$ cat config.mk
export PLATFORM = sky130hd
export DESIGN_NAME = leaf_user_port_adapter
export DESIGN_NICKNAME = d
export VERILOG_FILES = /design/src/rtl/leaf_user_port_adapter.sv
export SDC_FILE = /design/constraint.sdc
export NUM_CORES = 1
export LEC_CHECK = 0
export CAP_MARGIN = 20
export CORE_MARGIN = 1.5
export CORE_UTILIZATION = 45
export DETAILED_ROUTE_END_ITERATION = 10
export PLACE_DENSITY = 0.78
export SLEW_MARGIN = 20
export SYNTH_ARGS = -nofsm -noshare
export SYNTH_HDL_FRONTEND = slang
export SYNTH_HIERARCHICAL = 1
export SYNTH_SLANG_ARGS = --single-unit
$ cat constraint.sdc
create_clock -name clk_user -period 7.53 [get_ports clk_user]
set_input_delay 1.506 -clock clk_user [delete_from_list [all_inputs] [get_ports clk_user]]
set_output_delay 1.506 -clock clk_user [all_outputs]
set_load 0.02 [all_outputs]
$ cat src/rtl/leaf_user_port_adapter.sv
// rtl/leaf_user_port_adapter.sv - kernel-side endpoint of one leaf port pair with FWFT buffering
//
// leaf_user_port_adapter_fifo
//   wr_data/wr_valid/wr_ready : push side; wr_ready is a registered "space available" flag
//   rd_data/rd_valid/rd_ready : pop side; rd_data is the head, rd_valid a registered "not empty" flag
//   wr_fire/rd_fire           : a push / pop takes effect at the coming edge
//
// leaf_user_port_adapter
//   clk_user, reset                       : user clock, synchronous active-high reset
//   dout_leaf_interface2user, vld_interface2user, ack_user2interface : word stream from the leaf interface
//   in_dout, in_empty_n, in_read          : ap_fifo read port toward the kernel
//   out_din, out_write, out_full_n        : ap_fifo write port from the kernel
//   din_leaf_user2interface, vld_user2interface, ack_interface2user : word stream toward the leaf interface
//   in_words, out_words                   : free-running transfer counters, wrap modulo 2^32

module leaf_user_port_adapter_fifo #(
    parameter int W          = 32,
    parameter int DEPTH_BITS = 2
) (
    input  logic         clk,
    input  logic         reset,
    input  logic [W-1:0] wr_data,
    input  logic         wr_valid,
    output logic         wr_ready,
    output logic [W-1:0] rd_data,
    output logic         rd_valid,
    input  logic         rd_ready,
    output logic         wr_fire,
    output logic         rd_fire
);
    localparam int DEPTH = 1 << DEPTH_BITS;
    localparam logic [DEPTH_BITS:0] DEPTH_CNT = (DEPTH_BITS + 1)'(DEPTH);

    logic [W-1:0]          r_mem [DEPTH];
    logic [DEPTH_BITS-1:0] r_wr_ptr;
    logic [DEPTH_BITS-1:0] r_rd_ptr;
    logic [DEPTH_BITS:0]   r_count;
    logic                  r_wr_ready;
    logic                  r_rd_valid;
    logic [DEPTH_BITS:0]   w_next_count;
    logic                  w_push;
    logic                  w_pop;

    // Flags are registered, so a transfer only happens against the flag the
    // other side already sees; this keeps the handshake free of comb paths.
    assign w_push = wr_valid & r_wr_ready;
    assign w_pop  = rd_ready & r_rd_valid;

    always_comb begin
        w_next_count = r_count;
        case ({w_push, w_pop})
            2'b10:   w_next_count = r_count + 1'b1;
            2'b01:   w_next_count = r_count - 1'b1;
            default: w_next_count = r_count;
        endcase
    end

    always_ff @(posedge clk) begin
        if (reset) begin
            r_wr_ptr   <= '0;
            r_rd_ptr   <= '0;
            r_count    <= '0;
            r_wr_ready <= 1'b0;
            r_rd_valid <= 1'b0;
            // Clearing storage makes the head read 0 during and right after reset.
            for (int i = 0; i < DEPTH; i++) begin
                r_mem[i] <= '0;
            end
        end else begin
            if (w_push) begin
                r_mem[r_wr_ptr] <= wr_data;
                r_wr_ptr        <= r_wr_ptr + 1'b1;
            end
            if (w_pop) begin
                r_rd_ptr <= r_rd_ptr + 1'b1;
            end
            r_count    <= w_next_count;
            r_wr_ready <= (w_next_count < DEPTH_CNT);
            r_rd_valid <= (w_next_count != '0);
        end
    end

    // First-word-fall-through: the head slot is read directly. While the
    // FIFO is non-empty the head slot cannot be overwritten, so an offered
    // word stays stable until it is popped.
    assign rd_data  = r_mem[r_rd_ptr];
    assign rd_valid = r_rd_valid;
    assign wr_ready = r_wr_ready;
    assign wr_fire  = w_push;
    assign rd_fire  = w_pop;
endmodule

module leaf_user_port_adapter #(
    parameter int PAYLOAD_BITS = 32,
    parameter int DEPTH_BITS   = 2
) (
    input  logic                    clk_user,
    input  logic                    reset,
    input  logic [PAYLOAD_BITS-1:0] dout_leaf_interface2user,
    input  logic                    vld_interface2user,
    output logic                    ack_user2interface,
    output logic [PAYLOAD_BITS-1:0] in_dout,
    output logic                    in_empty_n,
    input  logic                    in_read,
    input  logic [PAYLOAD_BITS-1:0] out_din,
    input  logic                    out_write,
    output logic                    out_full_n,
    output logic [PAYLOAD_BITS-1:0] din_leaf_user2interface,
    output logic                    vld_user2interface,
    input  logic                    ack_interface2user,
    output logic [31:0]             in_words,
    output logic [31:0]             out_words
);
    logic        w_in_push;
    logic        w_in_pop;
    logic        w_out_push;
    logic        w_out_pop;
    logic [31:0] r_in_words;
    logic [31:0] r_out_words;

    leaf_user_port_adapter_fifo #(
        .W          (PAYLOAD_BITS),
        .DEPTH_BITS (DEPTH_BITS)
    ) u_in_fifo (
        .clk      (clk_user),
        .reset    (reset),
        .wr_data  (dout_leaf_interface2user),
        .wr_valid (vld_interface2user),
        .wr_ready (ack_user2interface),
        .rd_data  (in_dout),
        .rd_valid (in_empty_n),
        .rd_ready (in_read),
        .wr_fire  (w_in_push),
        .rd_fire  (w_in_pop)
    );

    leaf_user_port_adapter_fifo #(
        .W          (PAYLOAD_BITS),
        .DEPTH_BITS (DEPTH_BITS)
    ) u_out_fifo (
        .clk      (clk_user),
        .reset    (reset),
        .wr_data  (out_din),
        .wr_valid (out_write),
        .wr_ready (out_full_n),
        .rd_data  (din_leaf_user2interface),
        .rd_valid (vld_user2interface),
        .rd_ready (ack_interface2user),
        .wr_fire  (w_out_push),
        .rd_fire  (w_out_pop)
    );

    // Counters track interface-side transfers only: words accepted from the
    // leaf interface and words it has taken from us.
    always_ff @(posedge clk_user) begin
        if (reset) begin
            r_in_words  <= '0;
            r_out_words <= '0;
        end else begin
            if (w_in_push) begin
                r_in_words <= r_in_words + 32'd1;
            end
            if (w_out_pop) begin
                r_out_words <= r_out_words + 32'd1;
            end
        end
    end

    assign in_words  = r_in_words;
    assign out_words = r_out_words;

    logic w_unused;
    assign w_unused = w_in_pop ^ w_out_push;
endmodule

Yosys cells after proc, flatten, opt, wreduce, memory -nomap -nowiden
Memory sizes are Yosys's and may differ from the RTL's. A register that Yosys moved wholly into a read port is not among the register bits.
Cells that the tools add are included.
{ "totals": {"ff_bits": 82, "ramBits": 256, "inputBits": 70, "output_inout_bits": 132, "n_memories": 2} }
{ "op_classes": {"addsub": 10, "magnitude_cmp": 2, "n_eq_ne": 4, "mux": 20, "bitwise": 4, "n_reduce_logical": 4} }
{ "memory_table": {"columns": ["name", "words", "width", "rd", "rd_clocked_by_memory_dff", "write_ports", "line", "text"], "rows": [
  ["u_in_fifo.r_mem", 4, 32, 1, 1, 4, "34", "logic [W-1:0] r_mem [DEPTH];"],
  ["u_out_fifo.r_mem", 4, 32, 1, 1, 4, "34", null]
]} }
{ "op_table": {"columns": ["operator", "count"], "rows": [
  ["$add 32x1->32 const B", 2],
  ["$mux 32", 2],
  ["$reduce_or 32->1", 2],
  ["$mux 2", 6],
  ["$pmux 3 s2", 2],
  ["$mux 1", 10],
  ["$add 2x1->2 const B", 4],
  ["$add 3x1->3 const B", 2],
  ["$lt 3x3->1 const B", 2],
  ["$reduce_bool 3->1", 2],
  ["$sub 3x1->3 const B", 2],
  ["$and 1x1->1", 4],
  ["$eq 2x1->1 const B", 2],
  ["$eq 2x2->1 const B", 2]
]} }

Longest topological paths before layout
{ "depth": {"depth_word": 6, "ltp_mapped": 9, "depth_no_buf": 7} }

Modules after synthesis
Netlist, hierarchy kept.
{ "modules_own_cells": {"columns": ["module", "instances", "cells_per_inst", "area_per_inst_um2"], "rows": [
  ["leaf_user_port_adapter_fifo", 2, 363, 6018.3],
  ["leaf_user_port_adapter", 1, 353, 3012.9]
]} }

Least setup slack after synthesis
No wires, ideal clock.
{ "synth_timing": {"path_kind": "input -> register", "from": "in vld_interface2user", "to": "mem u_in_fifo.r_mem[2][0] (enable)", "setup_time_ns": 0.428, "arrival_time_ns": 3.252, "required_time_ns": 7.102, "slack_ns": 3.850, "stages": 2, "n_path_buf": 0, "cell_sequence": "nand2_1 > o21bai_1"} }
{ "synth_rtl": {"columns": ["item", "line", "text"], "rows": [
  ["start, declared", "100", "input logic vld_interface2user,"],
  ["end, declared", "34", null]
]} }

==> metrics.md <==
| Metric | Value |
|---|---|
| Number of max-slew violations in the final report | 0 |
| Number of inserted diodes | 0 |
| Share of flip-flops with an asynchronous set or reset after synthesis | 0% |
| Status | finished clean |
| Synth Area per Inst | 13.95 sq um |
| Met1 routing resource usage after global routing | between 20% and 30% |
| Data required time of the critical path | 6.02 ns |
| Vias in the first global route | ~9600 |
| Number of I/O port buffers | approximately 200 |
| Worst-case setup margin in the final layout | approximately 3.5 ns |
| Clock transition at path regs | ~0.060 ns |
| Number of detailed-route iterations in the first pass | 4 |
| DP Wirelength | 20270 um |
| Synthesized instance count | between 1000 and 1500 |
| CP Capture Type | output pin |
| Maximum capacitance violations | 0 |
| Headroom to the max-slew limit | between 30% and 40% |
| Commonest cells after routing, fill and taps aside | 261 x sky130_fd_sc_hd__and2_1, 256 x sky130_fd_sc_hd__edfxtp_1, 200 x sky130_fd_sc_hd__clkdlybuf4s50_1 |
| Total congestion overflow after global routing | 0 |
| Pin count of the biggest net entering global routing | 54 |
| Gp weighted congestion | slightly above 0.8 |
| Post-layout net count | 1345 |
| Worst setup path class | register to output pin |
| Pwr Density | roughly 250 mW/mm^2 |
| Clock tree from TritonCTS | yes |
| Clock tree sinks | 342 |
| DIE AREA | roughly 0.035 sq mm |
| Max incr delay on CP | between 0.6 and 0.7 ns |
| Routed length per instance | approximately 19 um |
| Data arrival at the endpoint of the critical path | approximately 2.6 ns |
| Cell area after placement | between 0.015 and 0.02 sq mm |
| Global-route usage over all layers | around a fifth |
| Final setup TNS | 0 ns |
| Post-place setup slack | approximately 3.1 ns |
| Final Hold Fails | 0 |
| Met2 Resource Use GR | between 30% and 40% |
| Setup Skew | between 0.01 and 0.015 ns |
| Overall power of the completed layout | ~4700 uW |
| Total area of multi-input combinational cells | 0.005273 sq mm |
| Fraction of the mapped netlist area in simple logic gates | 18.67% |
| Vias per cell | about 5.3 |
| Leakage power | ~0.0064 uW |
| Number of top-level pins | between 200 and 250 |
| Core footprint | about 0.033 sq mm |
| Main flop type after synthesis | sky130_fd_sc_hd__edfxtp_1 |
| Number of design rule violations left after detail routing | 0 |
| Min Clock Period, post-route | ~4 ns |
| Most frequent standard cell in the layout excluding fill and tap cells | sky130_fd_sc_hd__and2_1 |
| Worst skew pair latency | about 0.52 ns |
| Cell row count | between 60 and 70 |
| Complex-gate fraction of the synthesized area | 3.625% |
| Wire length of the first global-routing pass | 51430 um |
| Portion of the post-synthesis area used by sequential elements | between 60% and 70% |
| Initial core utilization | between 40% and 50% |
| Htree depth | 2 |
| Synth warn | 6 |
| Transition time of the tightest slew-check pin | ~1.0 ns |
| Synthesized Nets | approximately 1200 |
| Total area of sequential cells | ~0.0094 sq mm |
| Number of buffers created by CTS | 37 |
| 1st-iter DRT viols | 650 |
| Synthesized flop and latch total | approximately 340 |
| Distinct cell type count after synthesis | between 40 and 50 |
| Hold Path Class | register to register |
| Number of failing setup endpoints in the final timing report | 0 |
| Y dimension of the die | 185.9 um |
| Number of enable-type register cells in the synthesized netlist | between 200 and 300 |
| Worst setup SP type | register |
| Crit path max fanout | 32 |
| Xor and xnor area share after synthesis | ~2.1% |
| Post-synthesis to final-layout area growth | 23.59% |
| Cell with the largest stage delay on the worst path | sky130_fd_sc_hd__mux4_2 |
| Global routing met3 resource utilization | 4.050% |
| Chip Width | approximately 190 um |
| Netlist area before placement | between 0.015 and 0.02 sq mm |
| CTS Buffer Depth | 3 |
| Overall via count from detail_route | 9210 |
| Main combinational cell family by area after synthesis | simple AND/OR/NAND/NOR gates |
| Postcts setup bufs | 0 |
| Number of antenna violations at the first check in global routing | 0 |
| Maximum clock frequency | roughly 0.25 GHz |
| Antenna viol nets, final | 0 |
| Max rail drop VDD | approximately 0.00015 V |
| Clock Tree Root | sky130_fd_sc_hd__clkbuf_16 |
| Post-Route WL | 33070 um |
| Fill count | between 2000 and 3000 |
| Mux cell area share after synthesis | approximately a tenth |
| Highest-utilization routing layer at the global route stage | met2 |
| Post-cts hold buffer count | 0 |
| Unrepaired setup endpoints after global routing | false |
| Ratio of final minimum period to clock period | between 50% and 60% |
| Post-Synth Adder-Cell Area | less than 1% |
| CP cell instances | buf_4, mux4_2, clkdlybuf4s50_1 |
| Final Cell Area | between 0.015 and 0.02 sq mm |
| Post-cts repair resize count | 0 |
| Layout cells sized above 1 | 12.26% |
## synth_stat cells, types with 16 or more instances
| master | instances | area share [%] |
|---|---|---|
| sky130_fd_sc_hd__nor2_1 | 43 | 1.1 |
| sky130_fd_sc_hd__clkbuf_1 | 20 | 0.50 |
| sky130_fd_sc_hd__and2_1 | 261 | 11 |
| sky130_fd_sc_hd__dfxtp_1 | 86 | 11 |
| sky130_fd_sc_hd__a21oi_1 | 38 | 1.3 |
| sky130_fd_sc_hd__nand3_1 | 23 | 0.76 |
| sky130_fd_sc_hd__or4_1 | 30 | 1.5 |
| sky130_fd_sc_hd__buf_2 | 19 | 0.63 |
| sky130_fd_sc_hd__mux4_2 | 64 | 9.6 |
| sky130_fd_sc_hd__nand2_1 | 27 | 0.67 |
| sky130_fd_sc_hd__edfxtp_1 | 256 | 51 |
| sky130_fd_sc_hd__o31ai_1 | 25 | 1.2 |
| sky130_fd_sc_hd__xor2_1 | 21 | 1.2 |
| sky130_fd_sc_hd__nand4_1 | 16 | 0.67 |
## stage by stage
| stage | hold slack, ns | utilization, % | cells |
|---|---|---|---|
| 2_1_floorplan | 0.4544 | - | 1079 |
| 3_3_place_gp | 0.4631 | 53.19 | 1672 |
| 3_5_place_dp | 0.4775 | 53.19 | 1672 |
| 4_1_cts | 0.4859 | 56.88 | 1739 |
| 5_1_grt | 0.5119 | 56.88 | 1739 |
| 6_report | 0.4929 | 56.88 | 1739 |
## worst max-delay path: cells and delay by family, from the launching register on
family	cells	cell delay [ns]
buffers and inverters	2	1.07
multiplexers	1	0.63
flip-flops	1	0.31
## final cells by class
type | count | area share, %
clock inverter | 18 | 0.9149
timing repair buffer | 213 | 11.29
tap | 442 | 2.973
clock buffer | 49 | 5.563
inverter | 15 | 0.3027
sequential | 342 | 50.61
multi-input combinational | 660 | 28.35
## path summary, 6_finish.rpt
kind,cells past startpoint,slack [ns],from,endpoint
max,3,3.47,register,in_dout[6]
min,2,0.49,out_words[31],out_words[31]
max reg2reg,6,4.77,u_in_fifo/wr_ready,in_words[30]
min reg2reg,2,0.49,out_words[31],out_words[31]
## sequential cells by signal, indices dropped and copies added, names as in the netlist, named ones only
register and flops:
u_out_fifo/r_rd_ptr 2, u_out_fifo/wr_ready 1, u_in_fifo/r_mem 128, u_in_fifo/r_wr_ptr 2, u_in_fifo/r_count 3, u_in_fifo/rd_valid 1
in_words 32, out_words 32, u_out_fifo/rd_valid 1, u_in_fifo/wr_ready 1, u_out_fifo/r_wr_ptr 2, u_out_fifo/r_mem 128
u_out_fifo/r_count 3, u_in_fifo/r_rd_ptr 2
## logic make-up (layout without fill, tap and decap cells)
| family | Yosys count | after routing |
|---|---|---|
| fa+ha+maj | 6 | 6 |
| xor+xnor | 36 | 36 |
| buf+inv | 77 | 295 |
| simple gates | 462 | 462 |
| compound gates | 88 | 88 |
| mux | 68 | 68 |
| flops | 342 | 342 |
## per-layer routing
layer	vias up	routed length [um]
met5	-	0
li1	4393	-
met3	54	1698
met1	4554	13920
met4	0	980
met2	209	16470
## report_power, final
group	internal, uW	switching [uW]	leakage (uW)
logic	349	367	0.00246
clock network	1070	715	0.000588
registers	2140	46.9	0.00335
(Power assumes the default switching activity.)
